--- src/rtl/csr_read_pipe_pkg.sv ---
// Shared definitions for the read-only counter CSR pipeline: the counter
// addresses, the SYSTEM opcode, the counter-select encoding and the ID/EX
// register layout.
package csr_read_pipe_pkg;

  localparam logic [6:0]  OPCODE_SYSTEM = 7'b1110011;

  localparam logic [11:0] CSR_CYCLE    = 12'hC00;
  localparam logic [11:0] CSR_TIME     = 12'hC01;
  localparam logic [11:0] CSR_INSTRET  = 12'hC02;
  localparam logic [11:0] CSR_CYCLEH   = CSR_CYCLE   + 12'h080;
  localparam logic [11:0] CSR_TIMEH    = CSR_TIME    + 12'h080;
  localparam logic [11:0] CSR_INSTRETH = CSR_INSTRET + 12'h080;

  // Counter-unit select; time is an alias of cycle so it shares its codes.
  typedef enum logic [1:0] {
    SEL_CYCLE_LO   = 2'd0,
    SEL_CYCLE_HI   = 2'd1,
    SEL_INSTRET_LO = 2'd2,
    SEL_INSTRET_HI = 2'd3
  } csr_sel_e;

  typedef enum logic {
    ST_IDLE = 1'b0,
    ST_PEND = 1'b1
  } ill_state_e;

  // ID/EX pipeline register contents.
  typedef struct packed {
    logic       valid;
    csr_sel_e   sel;
    logic [4:0] rd;
    logic       illegal;
  } id_ex_t;

endpackage

--- src/rtl/csr_read_pipe_if.sv ---
// Bundle of pipeline-side signals around the counter CSR read stage.
// slave is the stage itself; master is whatever surrounds it.
interface csr_read_pipe_if #(
  parameter int DATA_WIDTH     = 32,
  parameter int REG_ADDR_WIDTH = 5
);
  logic                      stall_i;
  logic                      flush_ID_EX_i;
  logic                      id_valid_i;
  logic [31:0]               id_instr_i;
  logic [DATA_WIDTH-1:0]     CSR_OUT_i;
  logic                      trap_ack_i;
  logic [1:0]                CSRSel_o;
  logic                      ex_csr_valid_o;
  logic                      csr_illegal_o;
  logic                      wb_valid_o;
  logic [REG_ADDR_WIDTH-1:0] wb_rd_o;
  logic [DATA_WIDTH-1:0]     wb_data_o;

  modport slave (
    input  stall_i, flush_ID_EX_i, id_valid_i, id_instr_i, CSR_OUT_i, trap_ack_i,
    output CSRSel_o, ex_csr_valid_o, csr_illegal_o, wb_valid_o, wb_rd_o, wb_data_o
  );

  modport master (
    output stall_i, flush_ID_EX_i, id_valid_i, id_instr_i, CSR_OUT_i, trap_ack_i,
    input  CSRSel_o, ex_csr_valid_o, csr_illegal_o, wb_valid_o, wb_rd_o, wb_data_o
  );
endinterface

--- src/rtl/csr_read_pipe_addr_decode.sv ---
// Combinational decode of an instruction word into counter-CSR attributes.
// Kept standalone so the hazard unit can reuse the same classification.
module csr_addr_decode
  import csr_read_pipe_pkg::*;
#(
  parameter int CSR_ADDR_WIDTH = 12
) (
  input  logic [31:0] instr_i,
  output logic        is_csr_o,
  output logic        read_only_o,
  output logic        legal_o,
  output csr_sel_e    sel_o,
  output logic [4:0]  rd_o
);

  logic [6:0]                opcode;
  logic [2:0]                funct3;
  logic [4:0]                rs1;
  logic [CSR_ADDR_WIDTH-1:0] addr;

  assign opcode = instr_i[6:0];
  assign funct3 = instr_i[14:12];
  assign rs1    = instr_i[19:15];
  assign addr   = instr_i[31 -: CSR_ADDR_WIDTH];
  assign rd_o   = instr_i[11:7];

  // Classify the access and map the address onto a counter select.
  always_comb begin
    logic mapped;
    mapped      = 1'b1;
    sel_o       = SEL_CYCLE_LO;
    // funct3 000 is ECALL/EBREAK/xRET, not a CSR access.
    is_csr_o    = (opcode == OPCODE_SYSTEM) && (funct3 != 3'b000);
    // Only CSRRS/CSRRC(I) with a zero source field leave the CSR untouched.
    read_only_o = is_csr_o && (funct3[1] == 1'b1) && (rs1 == 5'd0);
    case (addr)
      CSR_CYCLE, CSR_TIME:   sel_o = SEL_CYCLE_LO;
      CSR_CYCLEH, CSR_TIMEH: sel_o = SEL_CYCLE_HI;
      CSR_INSTRET:           sel_o = SEL_INSTRET_LO;
      CSR_INSTRETH:          sel_o = SEL_INSTRET_HI;
      default:               mapped = 1'b0;
    endcase
    legal_o = is_csr_o && mapped && read_only_o;
  end

endmodule

--- src/rtl/csr_read_pipe.sv ---
// ID/EX and EX/MEM stage for the read-only counter CSRs, with a sticky
// illegal-access trap request held until the trap unit acknowledges it.
module csr_read_pipe
  import csr_read_pipe_pkg::*;
#(
  parameter int DATA_WIDTH     = 32,
  parameter int CSR_ADDR_WIDTH = 12,
  parameter int REG_ADDR_WIDTH = 5
) (
  input  logic            clk_i,
  input  logic            rst_n_i,
  csr_read_pipe_if.slave  bus
);

  logic       dec_is_csr;
  logic       dec_read_only;
  logic       dec_legal;
  csr_sel_e   dec_sel;
  logic [4:0] dec_rd;
  logic       ld_read;
  logic       ld_illegal;

  id_ex_t     id_ex_reg;
  id_ex_t     id_ex_next;

  logic                      wb_valid_reg;
  logic [REG_ADDR_WIDTH-1:0] wb_rd_reg;
  logic [DATA_WIDTH-1:0]     wb_data_reg;

  ill_state_e state_reg;
  ill_state_e state_next;
  logic       ill_take;

  csr_addr_decode #(
    .CSR_ADDR_WIDTH (CSR_ADDR_WIDTH)
  ) u_decode (
    .instr_i     (bus.id_instr_i),
    .is_csr_o    (dec_is_csr),
    .read_only_o (dec_read_only),
    .legal_o     (dec_legal),
    .sel_o       (dec_sel),
    .rd_o        (dec_rd)
  );

  assign ld_read    = bus.id_valid_i && dec_is_csr && dec_read_only && dec_legal;
  assign ld_illegal = bus.id_valid_i && dec_is_csr && !dec_legal;

  // ID/EX next value: flush beats stall; sel/rd only move with a legal read.
  always_comb begin
    id_ex_next = id_ex_reg;
    if (bus.flush_ID_EX_i) begin
      id_ex_next.valid   = 1'b0;
      id_ex_next.illegal = 1'b0;
    end else if (!bus.stall_i) begin
      id_ex_next.valid   = ld_read;
      id_ex_next.illegal = ld_illegal;
      if (ld_read) begin
        id_ex_next.sel = dec_sel;
        id_ex_next.rd  = dec_rd;
      end
    end
  end

  // ID/EX register.
  always_ff @(posedge clk_i) begin
    if (!rst_n_i) begin
      id_ex_reg <= '0;
    end else begin
      id_ex_reg <= id_ex_next;
    end
  end

  // EX/MEM register: samples the counter on the last (unstalled) EX cycle.
  always_ff @(posedge clk_i) begin
    if (!rst_n_i) begin
      wb_valid_reg <= 1'b0;
      wb_rd_reg    <= '0;
      wb_data_reg  <= '0;
    end else if (!bus.stall_i) begin
      wb_valid_reg <= id_ex_reg.valid && (id_ex_reg.rd != 5'd0);
      wb_rd_reg    <= id_ex_reg.rd;
      wb_data_reg  <= bus.CSR_OUT_i;
    end
  end

  // An illegal instruction is taken when it leaves EX.
  assign ill_take = id_ex_reg.illegal && !bus.stall_i;

  // Trap request state register.
  always_ff @(posedge clk_i) begin
    if (!rst_n_i) begin
      state_reg <= ST_IDLE;
    end else begin
      state_reg <= state_next;
    end
  end

  // Trap request next state; a new take in the ack cycle keeps it pending.
  always_comb begin
    state_next = state_reg;
    case (state_reg)
      ST_IDLE: if (ill_take) state_next = ST_PEND;
      ST_PEND: if (bus.trap_ack_i && !ill_take) state_next = ST_IDLE;
      default: state_next = ST_IDLE;
    endcase
  end

  assign bus.CSRSel_o       = id_ex_reg.sel;
  assign bus.ex_csr_valid_o = id_ex_reg.valid;
  assign bus.csr_illegal_o  = (state_reg == ST_PEND);
  assign bus.wb_valid_o     = wb_valid_reg;
  assign bus.wb_rd_o        = wb_rd_reg;
  assign bus.wb_data_o      = wb_data_reg;

endmodule

--- src/flat_wrapper.sv ---
// flat-port wrapper written by rule: the top's interface ports become plain ports
module csr_read_pipe_flat import csr_read_pipe_pkg::*;
#(
  parameter int DATA_WIDTH     = 32,
  parameter int CSR_ADDR_WIDTH = 12,
  parameter int REG_ADDR_WIDTH = 5
)
  (clk_i, rst_n_i, bus_stall_i, bus_flush_ID_EX_i, bus_id_valid_i, bus_id_instr_i, bus_CSR_OUT_i, bus_trap_ack_i, bus_CSRSel_o, bus_ex_csr_valid_o, bus_csr_illegal_o, bus_wb_valid_o, bus_wb_rd_o, bus_wb_data_o);
  csr_read_pipe_if #(.DATA_WIDTH(DATA_WIDTH), .REG_ADDR_WIDTH(REG_ADDR_WIDTH)) bus_i ();
  input  logic clk_i;
  input  logic rst_n_i;
  input wire logic [$bits(bus_i.stall_i)-1:0] bus_stall_i;
  input wire logic [$bits(bus_i.flush_ID_EX_i)-1:0] bus_flush_ID_EX_i;
  input wire logic [$bits(bus_i.id_valid_i)-1:0] bus_id_valid_i;
  input wire logic [$bits(bus_i.id_instr_i)-1:0] bus_id_instr_i;
  input wire logic [$bits(bus_i.CSR_OUT_i)-1:0] bus_CSR_OUT_i;
  input wire logic [$bits(bus_i.trap_ack_i)-1:0] bus_trap_ack_i;
  output wire logic [$bits(bus_i.CSRSel_o)-1:0] bus_CSRSel_o;
  output wire logic [$bits(bus_i.ex_csr_valid_o)-1:0] bus_ex_csr_valid_o;
  output wire logic [$bits(bus_i.csr_illegal_o)-1:0] bus_csr_illegal_o;
  output wire logic [$bits(bus_i.wb_valid_o)-1:0] bus_wb_valid_o;
  output wire logic [$bits(bus_i.wb_rd_o)-1:0] bus_wb_rd_o;
  output wire logic [$bits(bus_i.wb_data_o)-1:0] bus_wb_data_o;
  assign bus_i.stall_i = bus_stall_i;
  assign bus_i.flush_ID_EX_i = bus_flush_ID_EX_i;
  assign bus_i.id_valid_i = bus_id_valid_i;
  assign bus_i.id_instr_i = bus_id_instr_i;
  assign bus_i.CSR_OUT_i = bus_CSR_OUT_i;
  assign bus_i.trap_ack_i = bus_trap_ack_i;
  assign bus_CSRSel_o = bus_i.CSRSel_o;
  assign bus_ex_csr_valid_o = bus_i.ex_csr_valid_o;
  assign bus_csr_illegal_o = bus_i.csr_illegal_o;
  assign bus_wb_valid_o = bus_i.wb_valid_o;
  assign bus_wb_rd_o = bus_i.wb_rd_o;
  assign bus_wb_data_o = bus_i.wb_data_o;
  csr_read_pipe #(.DATA_WIDTH(DATA_WIDTH), .CSR_ADDR_WIDTH(CSR_ADDR_WIDTH), .REG_ADDR_WIDTH(REG_ADDR_WIDTH)) u_core (.clk_i(clk_i), .rst_n_i(rst_n_i), .bus(bus_i));
endmodule
--- config.mk ---
export PLATFORM = sky130hd
export DESIGN_NAME = csr_read_pipe_flat
export DESIGN_NICKNAME = d
export VERILOG_FILES = /design/src/rtl/csr_read_pipe_pkg.sv /design/src/rtl/csr_read_pipe_if.sv /design/src/rtl/csr_read_pipe_addr_decode.sv /design/src/rtl/csr_read_pipe.sv /design/src/flat_wrapper.sv
export SDC_FILE = /design/constraint.sdc
export NUM_CORES = 1
export LEC_CHECK = 0
export ABC_AREA = 1
export CORE_ASPECT_RATIO = 0.7
export CORE_MARGIN = 4
export CORE_UTILIZATION = 28
export DETAILED_ROUTE_END_ITERATION = 10
export GPL_TIMING_DRIVEN = 0
export PLACE_DENSITY = 0.71
export SETUP_SLACK_MARGIN = 0.15
export SLEW_MARGIN = 20
export SYNTH_ARGS = -nofsm -noshare
export SYNTH_HDL_FRONTEND = slang
export SYNTH_SLANG_ARGS = --single-unit
--- constraint.sdc ---
create_clock -name clk_i -period 1.6 [get_ports clk_i]
set_input_delay 0.32 -clock clk_i [delete_from_list [all_inputs] [get_ports clk_i]]
set_output_delay 0.32 -clock clk_i [all_outputs]
set_load 0.02 [all_outputs]
==> results of run 1 <==
[final cells by class]
class,count,area [µm²],area share [%]
Inverter,23,87.58,2.572
Buffer,15,80.08,2.351
Multi-Input combinational cell,186,932.1,27.37
Tap cell,94,117.6,3.453
Sequential cell,48,960.9,28.21
Clock buffer,8,90.09,2.645
Timing Repair Buffer,117,1137,33.39
[cell families after synthesis]
group                  count (synthesis)
AOI/OAI and AO/OA                     51
buffers and inverters                 38
DFF                                   48
and+or+nand+nor                      135
[repair_timing]
item                       4_1_cts  5_1_grt
hold endpoints to repair         0        0
buffers inserted                 5        3
resized for setup               48       24
pin swaps                        9       30
setup endpoints to repair       47       10
[cell usage in the layout (no fill, tap or decap), drive strengths merged, types with 3 or more instances in the layout]
cell,netlist,layout
dlymetal6s2s,0,12
clkdlybuf4s50,0,51
buf,5,13
o21ai,41,41
nand2,22,22
a21oi,8,8
nand4,8,8
inv,22,22
dlygate4sd2,0,45
nand3,6,6
nor2,94,94
nor3,3,3
dfxtp,48,48
clkbuf,10,18
[worst reg2reg max path, stage by stage (launching register included)]
cell and delay (ns):
dfxtp_1 0.33, inv_1 0.08, nand4_1 0.08, o21ai_0 0.15
a21oi_1 0.08
[path summary, 6_finish.rpt]
path | slack [ns] | startpoint | cells past startpoint | endpoint
hold reg to reg | 0.47 | u_core.id_ex_reg[4] | 2 | u_core.id_ex_reg[4]
hold / removal | 0.34 | rst_n_i | 3 | u_core.bus.wb_rd_o[1]
setup / recovery | 0.21 | bus_id_instr_i[6] | 9 | u_core.id_ex_reg[1]
setup reg to reg | 0.76 | u_core.id_ex_reg[2] | 4 | u_core.bus.wb_valid_o
[per-layer routing]
metal  track usage (%)  vias up  wire length [µm]
met2             21.56       77              2795
met1             18.33      945              2883
met5                 0        -                 0
met4             3.487        0                99
li1                  -     1115                 -
met3             5.443       11               597
[where the power goes]
group / internal (µW) / switching [µW]
combinational: 262 / 258
sequential: 1260 / 27.7
clock: 353 / 380
total: 1870 / 667
[metrics by stage]
| step | setup TNS (ns) | instance area [µm²] | utilization (%) | total power, µW |
|---|---|---|---|---|
| floorplan | 0 | 2023 | - | 1537 |
| global placement | -1.114 | 3232 | 46.96 | 1862 |
| detailed placement | -1.390 | 3232 | 46.96 | 1873 |
| CTS | 0 | 3307 | 48.05 | 2581 |
| global route | 0 | 3406 | 49.49 | 2695 |
| finish | 0 | 3406 | 49.49 | 2539 |
==> results.md, run 1 <==
* Fillers at 689
* Initial antenna violation count at 0
* Non-Filler Instances at 491
* Vias in the first global route at 1922
* Starting density of the core at 29.40%
* Sequential element share of the synthesized area at 47.50%
* TritonRoute pass-1 iters at 6
* Count of pins over their slew limit at 0
* GRT Util Overall at 14.00%
* Top post-synthesis cells by area: dfxtp_1, nor2_1, o21ai_0
* CP cell instances: clkdlybuf4s50_1 -> nand3_2 -> inv_1 -> nand3_2 -> nor2_4 -> buf_12 -> nand4_1 -> nand2_1 -> nor2_1
* GRT overflow at 0
* CP delay by family, top: buffers and inverters
* Commonest cells in the netlist: nor2_1, dfxtp_1, o21ai_0
* Maximum vdd drop at 0.3724 mV
* Register bit total from synthesis at 48
* Worst path arrival time at 1.59 ns
* Post-Synth Adder-Cell Area at 0%
* CTS tree: done
* Full die area at 8672 µm²
* Post-route ant nets at 0
* Clock sink count at 48
* Synth Area in Compound Gates at 12.86%
* Endpoints failing setup at 0
* Largest stage delay on the critical path at 0.47 ns
* Final hold vios at 0
* Clock Skew at 0.002602 ns
* Leak at 0.001644 µW
* Main combinational cell family by area after synthesis: simple AND/OR/NAND/NOR gates
* CTS buffer count at 5
* CP most frequent cell: nand3_2
* Max Cap Viol at 0
* Count leader, synth: nor2_1
* Worst-Margin Slew at 0.4726 ns
* Share of cells above drive strength 1 at 12.34%
* Crit-path max FO at 5
* Syn Nets at 342
* Synth top area share at 47.50%
* # DRC at 0
* Setup WS post-layout at 0.2053 ns
* # IOs at 112
* Crit path capture type: flop
* Hpwl dp at 4835 µm
* Startpoint types: input pin
* Ys async rst share at 0%
* Antenna cell count at 0
* Largest net degree at the start of global routing at 14
* # nets final at 466
* # hold bufs at CTS at 0
* Final estimated routing congestion in global placement at 0.7962
* DRT iter0 DRCs at 77
* Post-synthesis simple-gate area fraction at 31.35%
* CORE AREA at 6882 µm²
* Worst skew pair latency at 0.29 ns
* Pre-CTS WS at -0.2034 ns
* Vias at 2148
* First-pass GRT wire length at 9501 µm
* Clock transition at path regs at 0.08 ns
* Post-synth EDFFs at 0
* Die height at 79.12 µm
* Placed Cells at 475
* Rel. slew slack at 68.49%
* Achievable frequency at 0.7170 GHz
* Status: complete, no violations
* Final Critical Period at 1.395 ns
* Final wirelength at 6376 µm
* Pwr Density at 745.5 nW/µm²
* Max FFs per register at 32
* Mux contribution to synthesized area at 0%
* Post-synthesis cell type count at 25
* Worst Path Buf+Inv at 3
* Root buf cell: clkbuf_8
* Crit path kind: input pin to flop
* Port buffer count at 109
* Synth warn at 0
* DR WL/cell at 12.99 µm
* Post-synthesis xor/xnor area fraction at 0%
* Hold slack at 0.3426 ns
* Worst hold path class: input pin to flop
* Row cnt at 25
* Vias/cell at 4.375
* Mean Syn Cell Area at 7.438 µm²
* Die width at 109.6 µm
* H-tree levels at 2
* Main flop type after synthesis: dfxtp_1
* Area of the mapped netlist at 2023 µm²
* Clk buf depth at 2
* Final Cycle Share at 87.17%
* RSZ-0062 raised after global routing: true
* CP max-delay cell: clkdlybuf4s50_1
* Largest area contributor in the synthesized netlist: dfxtp_1
* Area growth from synthesis to layout at 68.34%
* Cells after synthesis at 272
* Worst EP required at 1.79 ns
Power figures use the tool's default switching activity.
==> run 2: changes to the inputs <==
--- a/config.mk
+++ b/config.mk
@@ -11,7 +11,7 @@
 export CORE_UTILIZATION = 28
 export DETAILED_ROUTE_END_ITERATION = 10
 export GPL_TIMING_DRIVEN = 0
-export PLACE_DENSITY = 0.71
+export PLACE_DENSITY_LB_ADDON = 0.15
 export SETUP_SLACK_MARGIN = 0.15
 export SLEW_MARGIN = 20
 export SYNTH_ARGS = -nofsm -noshare
==> results.md, run 2 (same netlist as run 1, synthesis figures left out) <==
* Hold wc startpoint: rst_n_i
* Busiest layer in global routing: met2
* Dpl cell area at 3232 µm²
* Rel. slew slack at 68.64%
* Worst hold path class: input pin to flop
* Full die area at 8672 µm²
* Largest stage delay on the critical path at 0.46 ns
* Post-route ant nets at 0
* Met1 usage at 17.07%
* CTS buffer count at 5
* CTS tree: done
* Final hold vios at 0
* Clock Skew at 0.003690 ns
* # IOs at 112
* Status: complete, no violations
* Antenna cell count at 0
* CORE AREA at 6882 µm²
* Final estimated routing congestion in global placement at 0.7596
* Reg-to-Reg Start: u_core.id_ex_reg[3]
* Hold path depth at 3
* H-tree levels at 2
* Share of cells above drive strength 1 at 12.31%
* Startpoint types: input pin
* RR Endpoint: u_core.bus.wb_valid_o
* Worst Hold Endpoint: u_core.bus.wb_rd_o[1]
* Root buf cell: clkbuf_8
* Most frequent cells in the layout: nor2_1, dfxtp_1, clkdlybuf4s50_1
* Crit path capture type: flop
* Worst skew pair latency at 0.29 ns
* Worst path arrival time at 1.61 ns
* CP cell instances: clkdlybuf4s50_1 -> inv_1 -> nand2_1 -> nand2_1 -> nor2_2 -> nand4_2 -> nor2_4 -> nor2_1 -> nor2_1
* # DRC at 0
* Max FFs per register at 32
* Hpwl dp at 4669 µm
* Starting density of the core at 29.40%
* Max Cap Viol at 0
* RSZ-0062 raised after global routing: true
* Final Cycle Share at 86.02%
* Achievable frequency at 0.7265 GHz
* Clock sink count at 48
* Maximum vdd drop at 0.3921 mV
* Initial antenna violation count at 0
* Count of pins over their slew limit at 0
* Largest net degree at the start of global routing at 14
* Post-route cell area at 3405 µm²
* Vias in the first global route at 2008
* # hold bufs at CTS at 0
* Row cnt at 25
* Clk buf depth at 2
* Worst EP required at 1.84 ns
* Setup WS post-layout at 0.2236 ns
* First-pass GRT wire length at 9308 µm
* Met3 usage at 5.037%
* Endpoints failing setup at 0
* Area growth from synthesis to layout at 68.27%
* Die height at 79.12 µm
* Final wirelength at 6103 µm
* # nets final at 468
* Flop2flop setup slack at 0.77 ns
* Pwr Density at 728.5 nW/µm²
* Port buffer count at 109
* Leak at 0.001687 µW
* Non-Filler Instances at 492
* Crit path kind: input pin to flop
* Vias/cell at 4.254
* Hold slack at 0.3413 ns
* Most common cell after layout, fill and taps aside: nor2_1
* Pre-CTS WS at -0.2123 ns
* Routing usage on met2 at 21.99%
* Die width at 109.6 µm
* GRT overflow at 0
* DR WL/cell at 12.40 µm
* CP max-delay cell: clkdlybuf4s50_1
* Final Critical Period at 1.376 ns
* TritonRoute pass-1 iters at 4
* Worst-Margin Slew at 0.4704 ns
* Vias at 2093
* DRT iter0 DRCs at 62
* Clock transition at path regs at 0.09 ns
* Core Util, Final at 49.47%
* Placed Cells at 475
* Crit-path max FO at 5
* R2R cell count at 4
* GRT Util Overall at 13.43%
[run 2: critical path: cells and delay by family]
kind	cells	cell delay, ns
buffers and inverters	2	0.52
AND/OR/NAND/NOR	7	0.78
[run 2: cell type report]
class	count	area (µm²)
plain buffers	15	80.08
clock inverters	1	5.005
repair buffers	119	1156
fillers	732	3477
clock buffers	6	72.57
inverters	23	87.58
flip-flops and latches	48	960.9
multi-input cells	186	924.6
well taps	94	117.6
[run 2: routing by layer]
metal  part of all wire, %  up-vias
li1                      -     1110
met1                    46      930
met2                    46       49
met3                   7.4        4
met4                  0.52        0
met5                     0        -
[run 2: where the power goes]
part	internal [µW]	switching (µW)
combinational	265	256
clock	298	378
sequential	1260	26.9
[run 2: worst max-delay path by stage]
stage	start	end	slack [ns]	cells after the start
floorplan	bus_id_instr_i[29]	u_core.bus.CSRSel_o[0]	0.43	8
global placement	bus_id_instr_i[25]	u_core.bus.CSRSel_o[0]	-0.18	7
detailed placement	bus_id_instr_i[25]	u_core.bus.CSRSel_o[1]	-0.21	7
CTS	bus_id_instr_i[30]	u_core.bus.CSRSel_o[1]	0.15	10
global route	bus_id_instr_i[12]	u_core.id_ex_reg[5]	0.13	9
finish	bus_id_instr_i[12]	u_core.id_ex_reg[5]	0.22	9
[run 2: repair_timing]
item,4_1_cts,5_1_grt
setup buffers,7,3
gates resized for setup,45,28
setup endpoints to repair,49,8
gates cloned,0,0
pin swaps,10,24
[run 2: stage by stage]
step | power, µW | TNS, ns
2_1_floorplan | 1537 | 0
3_3_place_gp | 1865 | -1.190
3_5_place_dp | 1871 | -1.382
4_1_cts | 2512 | 0
5_1_grt | 2615 | 0
6_report | 2480 | 0
